**config.mk**
```make
export PLATFORM = sky130hd
export DESIGN_NAME = irq_encoder
export DESIGN_NICKNAME = d
export VERILOG_FILES = /design/src/rtl/irq_encoder.sv
export SDC_FILE = /design/constraint.sdc
export NUM_CORES = 1
export LEC_CHECK = 0
export CAP_MARGIN = 20
export CORE_AREA = 10 10 47 49
export CTS_BUF_LIST = sky130_fd_sc_hd__clkbuf_8
export CTS_CLUSTER_DIAMETER = 120
export DETAILED_ROUTE_END_ITERATION = 7
export DIE_AREA = 0 0 57 59
export PLACE_DENSITY_LB_ADDON = 0.15
export SYNTH_ARGS = -nofsm -noshare
export SYNTH_HDL_FRONTEND = slang
export SYNTH_SLANG_ARGS = --single-unit
```
**constraint.sdc**
```tcl
create_clock -name clk -period 1.45 [get_ports clk]
set_clock_uncertainty 0.2 [all_clocks]
set_input_delay 0.2175 -clock clk [delete_from_list [all_inputs] [get_ports clk]]
set_output_delay 0.2175 -clock clk [all_outputs]
set_load 0.005 [all_outputs]
```
**src/rtl/irq_encoder.sv**
```systemverilog
// irq_encoder: sticky interrupt pending register with lowest-index presentation
// through a valid/ready handshake; inverse of the one-hot decoder.
module irq_encoder #(
   parameter int BITS = 2
) (
   input  logic                 clk,
   input  logic                 rst_n,
   input  logic [2**BITS-1:0]   req,
   input  logic [2**BITS-1:0]   mask,
   output logic [BITS-1:0]      out_idx,
   output logic                 out_valid,
   input  logic                 out_ready,
   output logic [2**BITS-1:0]   pending,
   output logic                 overflow
);
   localparam int N = 2**BITS;
   typedef enum logic {IDLE, PRESENT} state_t;
   state_t          r_state, w_state_nxt;
   logic [BITS-1:0] r_idx, w_idx_nxt, w_low;
   logic [N-1:0]    r_pending, w_pending_nxt, w_elig, w_clear;
   logic            r_overflow, w_any, w_accept;
   always_comb begin
      w_elig = r_pending & ~mask;
      w_low  = '0;
      // Scan downward so the lowest-numbered eligible source wins.
      for (int i = N - 1; i >= 0; i--)
         if (w_elig[i]) w_low = BITS'(i);
      w_any = |w_elig;
   end
   always_comb begin
      w_accept      = (r_state == PRESENT) && out_ready;
      w_clear       = w_accept ? (N'(1) << r_idx) : '0;
      w_pending_nxt = (r_pending & ~w_clear) | req;
      w_state_nxt   = r_state;
      w_idx_nxt     = r_idx;
      if (r_state == IDLE) begin
         w_state_nxt = w_any ? PRESENT : IDLE;
         w_idx_nxt   = w_any ? w_low : r_idx;
      end else begin
         w_state_nxt = w_accept ? IDLE : PRESENT;
      end
   end
   always_ff @(posedge clk) begin
      if (!rst_n) begin
         r_state    <= IDLE;
         r_idx      <= '0;
         r_pending  <= '0;
         r_overflow <= 1'b0;
      end else begin
         r_state    <= w_state_nxt;
         r_idx      <= w_idx_nxt;
         r_pending  <= w_pending_nxt;
         r_overflow <= r_overflow | (|(req & r_pending & ~w_clear));
      end
   end
   assign out_idx   = r_idx;
   assign out_valid = (r_state == PRESENT);
   assign pending   = r_pending;
   assign overflow  = r_overflow;
endmodule
```
Word-level counts from Yosys, hierarchy flattened --
Cells that the tools add are included.
Storage, ports and cells: register bits 8, bits of input ports 11
Operators by class: shift-type cells 1, multiplexer cells 8, bitwise logic cells 9, reductions and logical operators 4
Operators by type and width (count):
- $and A4 B4 Y4 | 4
- $mux W2 | 4
- $not A4 Y4 | 2
- $reduce_or A4 Y1 | 2
- $mux W4 | 1
- $or A4 B4 Y4 | 1
- $shl A1 B2 Y4 const A | 1
- $mux W1 | 3
- $reduce_and A2 Y1 | 1
- $logic_and A1 B1 Y1 | 1
- $not A1 Y1 | 1
- $or A1 B1 Y1 | 1

Depth between registers and ports, before layout --
depth after elaboration 6, mapped depth 4

Worst setup path before layout --
No wires, ideal clock.
kind register to register, start point register r_idx[1], in the netlist out_idx[1], end point register r_overflow, in the netlist overflow, data arrival time 1.231 ns, slack -0.096 ns, stages on the path, launching flop included 5, buffers on the path 0, clock period less this slack 1.546 ns, path through dfxtp_1 -> inv_2 -> o31a_1 -> a221o_1 -> o21a_1
Between the ends: longest elaborated chain between the ends 6
Ends and longest elaborated chain:
- start: declaration | line 19 | logic [BITS-1:0] r_idx, w_idx_nxt, w_low;
- start signal: assignment | line 51 | r_idx <= w_idx_nxt;
- $shl A1 B2 Y4 | line 32 | w_clear = w_accept ? (N'(1) << r_idx) : '0;
- $mux W4 | line 32
- $not A4 Y4 | line 53 | r_overflow <= r_overflow | (|(req & r_pending & ~w_clear));
- $and A4 B4 Y4 | line 53
- $reduce_or A4 Y1 | line 53
- $or A1 B1 Y1 | line 53
- end signal: assignment | line 53
- end: declaration | line 21 | logic r_overflow, w_any, w_accept;
No other way between the ends. A chain may end at the register's enable or synchronous reset.

Final worst setup path --
Same ends and word-level chain as after synthesis.

==> results.py <==
metrics = {
    "status": {
        "status": "complete, but fails checks",
        "failed_checks": "negative setup slack",
    },
    "worst_setup_path": {
        "reg2reg_depth": 4,
        "rr_endpoint": "overflow",
        "r2r-start": "out_idx[1]",
        "start_kind": "flip-flop",
        "cp-end-kind": "flip-flop",
        "cp.required_ns": 1.37,
        "cp_max_fo": 3,
        "r2r_slack_ns": -0.02,
        "startpoint": "out_idx[1]",
        "worstSetupPathType": "flip-flop to flip-flop",
        "critPathArrivalTime_ns": 1.39,
    },
    "timing": {
        "finalSetupViolations": 1,
        "setup-tns-final_ns": -0.02370,
        "max-slew-margin-rel_pct": 81.52,
        "rsz0062_at_grt": "true",
        "hold_viol_final": 0,
        "fmax_mhz": 678.6,
        "slew_violations": 0,
        "min_period_over_period_pct": 101.6,
        "worst_pin_slew_ns": 0.2763,
        "setup_ws_ns": -0.02370,
        "final.min_clock_period_ns": 1.474,
    },
    "grt": {
        "grt.total_usage_pct": 7.155,
        "antenna_found_initial": 0,
        "grt_remaining_overflow": 0,
        "grt_first_pass_wirelength_um": 1966,
        "grt_pass1_vias": 434,
        "grt_max_degree": 9,
    },
    "placement": {
        "hpwlAfterDp_um": 935.8,
        "port-buffer-count": 18,
        "gp_congestion": 0.7243,
        "dp_slack_ns": -0.4169,
        "dp.cells": 85,
    },
    "power_and_ir_drop": {
        "total_power_mw": 0.6827,
        "power_density_nw_per_um2": 944.0,
        "ir_drop_mv": 0.6713,
        "p_leak_nw": 0.3284,
    },
    "clocking": {
        "cts-root-buf": "clkbuf_8",
        "clock_latency_ns": 0.23,
        "cts_sinks": 8,
        "hold_buffers": 0,
        "cts_buffers": 3,
        "clk_pin_slew_ns": 0.04,
        "tritoncts": "yes",
        "htreeDepth": 1,
        "clk_path_buf_depth": 2,
    },
    "finish": {
        "final_common_cell": "dlygate4sd2_1",
        "synthToLayoutAreaGrowth_pct": 92.67,
        "drive_gt1_share_pct": 36.99,
        "mostFrequentLayoutCells": "dlygate4sd2_1 (13), buf_4 (10), o21a_1 (5), clkdlybuf4s50_1 (5)",
        "nets": 86,
        "layout.cells.non_filler": 89,
        "utilization_pct": 51.61,
        "antenna_cells": 0,
    },
    "job": {
        "cap_violations": 0,
    },
    "synth": {
        "synth-warning-count": 0,
        "ys_seq_area_share_pct": 42.67,
        "ys_ff_latch": 8,
        "postSynthCellCount": 42,
        "synthesis.nets": 53,
        "netlist-cell-type-count": 21,
        "avgSynthCellArea_um2": 8.937,
        "netlist_area_um2": 375.4,
    },
    "worst_hold_path": {
        "hold_end": "out_valid",
        "hp-class": "input port to flip-flop",
        "hold_depth": 4,
        "min_from": "out_ready",
    },
    "detailed_routing": {
        "ant_nets": 0,
        "firstDrtPassIters": 4,
        "drc": 0,
        "drtIter0Drc": 10,
        "finalWirelength_um": 1223,
        "wl_per_cell_um": 13.74,
        "via_count": 431,
        "viasPerCell": 4.843,
    },
    "die": {
        "die_area_um2": 3363,
        "core_um2": 1401,
        "ios": 19,
        "die_h_um": 59,
        "fp-row-count": 14,
        "start_util_pct": 26.79,
        "fp.dieW_um": 57,
    },
}
==> cell usage after synthesis <==
master	number	area, um^2
a221o_1	1	10.01
inv_2	1	3.750
o31a_1	1	8.760
nand4_1	1	6.260
nand2b_1	1	6.260
and2b_1	4	30.03
nor2_1	1	3.750
a21oi_1	4	20.02
a21boi_0	1	7.510
o21a_1	5	37.54
nor2b_1	1	6.260
a32oi_1	1	8.760
inv_1	1	3.750
dfxtp_1	8	160.2
o21ai_0	3	15.01
o31a_2	1	10.01
nand2_1	3	11.26
a211oi_1	1	7.510
or4_1	1	7.510
nor4_1	1	6.260
nand3_1	1	5.000
==> worst max-delay path: stages (launching register included) <==
cell     delay (ns)
dfxtp_4        0.35
inv_2          0.04
o31a_1         0.30
a221o_1        0.31
o21a_1         0.16
==> cells by family (layout without fill, tap and decap cells) <==
family / count (synthesis) / in the layout / share of synthesized area, %
simple gates: 14 / 14 / 22.00
buf+inv: 2 / 33 / 1.998
compound gates: 18 / 18 / 33.34
flops: 8 / 8 / 42.67
==> layer usage <==
layer  wire [um]  global-route usage [%]  vias up
met2         589                   10.54       18
met1         533                   8.753      188
li1            -                       -      223
met3          89                   2.575        2
met4          10                   4.027        0
met5           0                       0        -
==> per-stage QoR <==
stage | instance area [um^2] | hold slack (ns)
floorplan | 386.6 | 0.1238
global placement | 654.4 | 0.2901
detailed placement | 654.4 | 0.2855
CTS | 709.4 | 0.2462
global route | 723.2 | 0.2897
finish | 723.2 | 0.2751
==> report_power, final <==
group / switching, mW / internal (mW)
Clock: 0.0830 / 0.179
Sequential: 0.0162 / 0.242
Combinational: 0.0627 / 0.0991
Total: 0.162 / 0.521
==> flip-flops by register name (all words and copies together) (netlist names) <==
signal     count
out_idx        2
out_valid      1
overflow       1
pending        4
==> layout make-up <==
class | instances | area (um^2)
clock buffer | 3 | 41.29
fill | 148 | 678.2
inverter | 2 | 7.507
multi-input combinational | 32 | 242.7
sequential | 8 | 172.7
tap | 16 | 20.02
timing repair buffer | 28 | 239.0
==> worst max-delay path by stage <==
| stage | to | slack [ns] | cells past startpoint |
|---|---|---|---|
| 6_report | overflow | -0.02 | 4 |
| 5_1_grt | overflow | -0.08 | 4 |
| 4_1_cts | out_idx[0] | -0.04 | 4 |
| 3_5_place_dp | overflow | -0.42 | 5 |
| 3_3_place_gp | overflow | -0.41 | 5 |
| 2_1_floorplan | overflow | -0.00005 | 4 |
==> what timing repair did <==
action,in CTS,in global routing
setup endpoints to repair,11,2
resized for setup,22,4
pin swaps,3,3
setup buffers,1,0
Note: power is estimated with default switching activity, not from simulation.
==> RTL change 1 (same settings) <==
Take the reset off `r_pending` and load it in a clocked block of its own.
--- a/src/rtl/irq_encoder.sv
+++ b/src/rtl/irq_encoder.sv
@@ -44,14 +44,16 @@
       if (!rst_n) begin
          r_state    <= IDLE;
          r_idx      <= '0;
-         r_pending  <= '0;
          r_overflow <= 1'b0;
       end else begin
          r_state    <= w_state_nxt;
          r_idx      <= w_idx_nxt;
-         r_pending  <= w_pending_nxt;
          r_overflow <= r_overflow | (|(req & r_pending & ~w_clear));
       end
+   end
+
+   always_ff @(posedge clk) begin
+      r_pending <= w_pending_nxt;
    end
    assign out_idx   = r_idx;
    assign out_valid = (r_state == PRESENT);
Behaviour: not the same (a bounded check fails within 4 cycles, from zero or initial values and one cycle with rst_n low).
==> RTL change 1 against the original RTL <==
Combinational power fell by 36%. Routed wire length down 9.2%. Area after synthesis is 1.3% lower. Total power down 8.7%. Worst setup slack improved by 53 ps. Cell area shrank 5.2%. Sequential cell count stayed put. Sequential power is 3% lower. Highest routed layer unchanged.
==> RTL change 1: results (changes against the original RTL) <==
ir_worst_vdd_mv: 0.513  # was 0.671 mV
initialDrtViolationCount: 1  # was 10
wl_um: 1110  # was 1220 um
post_cts_buffers: 0  # was 1
min_path_cells: 1  # was 4
power_leakage_nw: 0.273  # was 0.328 nW
wl_met3_um: 136  # was 89 um
cp.arrival_ps: 1380
grt_pass1_wl_um: 1910  # was 1970 um
worst-r2r-setup-slack_ps: 30  # was -20 ps
detail_route.wl_per_cell_um: 12.9  # was 13.7 um
synthTopCellsByCount: "sky130_fd_sc_hd__dfxtp_1, sky130_fd_sc_hd__a21oi_1"  # was sky130_fd_sc_hd__dfxtp_1, sky130_fd_sc_hd__o21a_1, sky130_fd_sc_hd__a21oi_1, sky130_fd_sc_hd__and2b_1
dominant_cells_by_area_after_synthesis: "sky130_fd_sc_hd__dfxtp_1, sky130_fd_sc_hd__a21o_1, sky130_fd_sc_hd__and2b_1"  # was sky130_fd_sc_hd__dfxtp_1, sky130_fd_sc_hd__o21a_1, sky130_fd_sc_hd__and2b_1
dp_cells: 83  # was 85
worst_r2r_endpoint: "out_idx[0]$_SDFFE_PN0P_"  # was overflow$_SDFF_PN0_
grt_use_total_pct: 7.09  # was 7.16%
post_drt_via_cell_ratio: 4.77  # was 4.84
largest_register_ffs: 4  # unchanged
clk_latency_ps: 230  # about the same
routedLengthMet1_um: 490  # was 533 um
layout-drive-gt1-share_pct: 30.0  # was 37.0%
synth_sequential_area_ratio_pct: 43.2  # was 42.7%
r2r-start: "pending[3]$_DFF_P_"  # was out_idx[1]$_SDFFE_PN0P_
startpoint: "pending[3]$_DFF_P_"  # was out_idx[1]$_SDFFE_PN0P_
status: "completed"  # was finished with violations
met2WireLength_um: 476  # was 589 um
place.detailed.hpwl_um: 873  # was 936 um
synth.distinct_cells: 20  # was 21
routabilityCongestion: 0.745  # was 0.724
mappedNetlistNets: 52  # was 53
slew_headroom_pct: 79.6  # was 81.5%
drt-pass1-iter-count: 3  # was 4
postSynthCellCount: 41  # was 42
==> RTL change 1: changes by cell type in the layout (fill, tap and decap cells not counted), moves of 2 or more <==
| cell | before | now |
|---|---|---|
| sky130_fd_sc_hd__and2b_2 | 4 | 2 |
| sky130_fd_sc_hd__and2b_1 | 0 | 2 |
| sky130_fd_sc_hd__nand4b_1 | 0 | 2 |
| sky130_fd_sc_hd__a21o_1 | 0 | 3 |
| sky130_fd_sc_hd__o21a_1 | 5 | 0 |
| sky130_fd_sc_hd__buf_4 | 10 | 8 |
==> RTL change 1: worst min path at each step <==
stage | slack (ps) | start | endpoint
finish | 270 | pending[2]$_DFF_P_ | pending[2]$_DFF_P_
global route | 290 | pending[2]$_DFF_P_ | pending[2]$_DFF_P_
CTS | 270 | pending[2]$_DFF_P_ | pending[2]$_DFF_P_
detailed placement | 300 | pending[2]$_DFF_P_ | pending[2]$_DFF_P_
global placement | 290 | pending[2]$_DFF_P_ | pending[2]$_DFF_P_
floorplan | 100 | req[1] | pending[1]$_DFF_P_
==> RTL change 1: final cells by class <==
type	count	area, um^2
Sequential cell	8	171
Fill cell	148	716
Timing Repair Buffer	26	224
Clock buffer	3	41.3
Multi-Input combinational cell	31	221
Inverter	2	7.51
Tap cell	16	20.0
==> RTL change 1: what timing repair did <==
item	in CTS	in global routing
endpoints found under the setup margin	11	1
resized for setup	24	1
pin swaps	4	1
==> RTL change 1: kinds of logic (layout without fill, tap and decap cells) <==
group	Yosys count	count (layout)	synth area share, %
buf+inv	2	31	2.03
flops	8	8	43.2
compound gates	16	16	28.0
simple gates	15	15	26.7
==> RTL change 1: critical path, cell delays in order, from the launching register on <==
cell and delay [ps]:
sky130_fd_sc_hd__dfxtp_2 320, sky130_fd_sc_hd__and2b_2 180, sky130_fd_sc_hd__a21oi_2 50, sky130_fd_sc_hd__or4_1 470, sky130_fd_sc_hd__a21boi_1 140
==> RTL change 1: power by group <==
part / total [mW] / internal (mW) / switching (mW)
Clock: 0.269 / 0.180 / 0.0891
Combinational: 0.104 / 0.0637 / 0.0402
Sequential: 0.250 / 0.234 / 0.0160
Total: 0.623 / 0.478 / 0.145
==> RTL change 1: through the flow <==
step	setup WS, ps	util (%)
after floorplan	9.99	-
after global placement	-330	45.0
after detailed placement	-370	45.0
after CTS	34.7	48.8
after global routing	-47.4	48.9
final	29.0	48.9
==> RTL change 1: per-layer routing <==
metal  up-vias  track usage, %
met2        16            10.2
met1       179            7.73
met3         2            6.44
met4         0            1.01
li1        213               -
met5         -               0
==> RTL change 2 (same flow settings) <==
Made on the original files. The parameter `BITS` goes from 2 to 3.
--- a/src/rtl/irq_encoder.sv
+++ b/src/rtl/irq_encoder.sv
@@ -1,7 +1,7 @@
 // irq_encoder: sticky interrupt pending register with lowest-index presentation
 // through a valid/ready handshake; inverse of the one-hot decoder.
 module irq_encoder #(
-   parameter int BITS = 2
+   parameter int BITS = 3
 ) (
    input  logic                 clk,
    input  logic                 rst_n,
Ports: changed (resized mask, out_idx, pending and req); port bits go from 19 to 32. No check against the original RTL was run, so the function may have changed too.
==> RTL change 2 against the original RTL <==
The run still ends with setup timing left. Sequential cell count up 5. Final cell count up 67%. Core utilization up 41 points. Routed wire length up 130%. Count of clock-buffer cells in the layout unchanged. Worst setup slack worse by 270 ps. Cell area up 80%. Area after synthesis up 90%. Total power up 61%.
==> RTL change 2: results (changes against the original RTL) <==
post-synth-top-area-fraction_pct: 36.6  # was 42.7%
nNonClkInverters: 0  # was 2
finalNetCount: 153  # was 86
grt_pass1_wl_um: 3970  # was 1970 um
r2r_cell_count: 5  # was 4
mappedNetlistNets: 104  # was 53
failed_checks: "setup timing"  # unchanged
grt_use_total_pct: 14.7  # was 7.16%
place.detailed.hpwl_um: 1880  # was 936 um
gr-usage-met1_pct: 15.1  # was 8.75%
status: "finished with violations"  # unchanged
cts_resized: 31  # was 22
power_report.internal_total_mw: 0.779  # was 0.521 mW
data_path_buffer_share_of_cell_area_in_the_final_layout_pct: 33.5  # was 33.0%
clock_buffer_and_inverter_area_fraction_after_layout_pct: 3.46  # was 5.71%
cp.arrival_ps: 1680  # was 1390 ps
total_of_endpoints_with_negative_setup_slack_in_the_final_report: 5  # was 1
largest_register_ffs: 8  # was 4
layout_setup_ws_ps: -290  # was -23.7 ps
powerDensity_mw_per_mm2: 845  # was 944 mW/mm^2
timing_worst_slew_pin_value_ps: 303  # was 276 ps
initialDrtViolationCount: 39  # was 10
met2WireLength_um: 1400  # was 589 um
fill_cells: 52  # was 148
wl_um: 2840  # was 1220 um
count_of_sequential_standard_cells: 13  # was 8
routedLengthMet1_um: 1080  # was 533 um
via_count_of_the_first_global_routing_pass: 888  # was 434
power_leakage_nw: 0.575  # was 0.328 nW
multi_input_area_share_pct: 40.3  # was 33.6%
-- RTL change 2: changes by cell type after synthesis, moves of 3 or more --
cell                      delta
sky130_fd_sc_hd__and2b_1     -4
sky130_fd_sc_hd__a31oi_1     +3
sky130_fd_sc_hd__nor2_1      +5
sky130_fd_sc_hd__nand2_1     +7
sky130_fd_sc_hd__nand3_1     +3
sky130_fd_sc_hd__nor2b_1    +11
sky130_fd_sc_hd__a21oi_1     +3
sky130_fd_sc_hd__dfxtp_1     +5
-- RTL change 2: worst min path at each step --
stage	slack, ps	to	from
floorplan	140	pending[2]$_SDFF_PN0_	req[2]
global placement	340	pending[6]$_SDFF_PN0_	pending[6]$_SDFF_PN0_
detailed placement	340	pending[4]$_SDFF_PN0_	pending[4]$_SDFF_PN0_
CTS	290	out_valid$_SDFF_PN0_	out_ready
global route	320	out_valid$_SDFF_PN0_	out_ready
finish	310	out_valid$_SDFF_PN0_	out_ready
-- RTL change 2: worst max-delay path, stage by stage, from the launching register on --
cell,delay [ps]
sky130_fd_sc_hd__dfxtp_2,340
sky130_fd_sc_hd__nand3b_4,170
sky130_fd_sc_hd__or3b_4,380
sky130_fd_sc_hd__a31oi_1,170
sky130_fd_sc_hd__nand4_1,120
sky130_fd_sc_hd__o31a_1,250
-- RTL change 2: cell families (layout without fill, tap and decap cells) --
family          Yosys count  in the layout
compound gates           26             26
buf+inv                   3             51
flops                    13             13
simple gates             43             43
-- RTL change 2: metrics by stage --
step                      setup WS (ps)  hold WS (ps)  instance area, um^2  cells  setup TNS [ps]
after floorplan                    -224           141                  742     85            -224
after global placement             -598           339                 1180    145           -4720
after detailed placement           -631           342                 1180    145           -5050
after CTS                          -248           290                 1240    149            -314
after global routing               -376           323                 1300    149            -740
final                              -290           310                 1300    149            -421
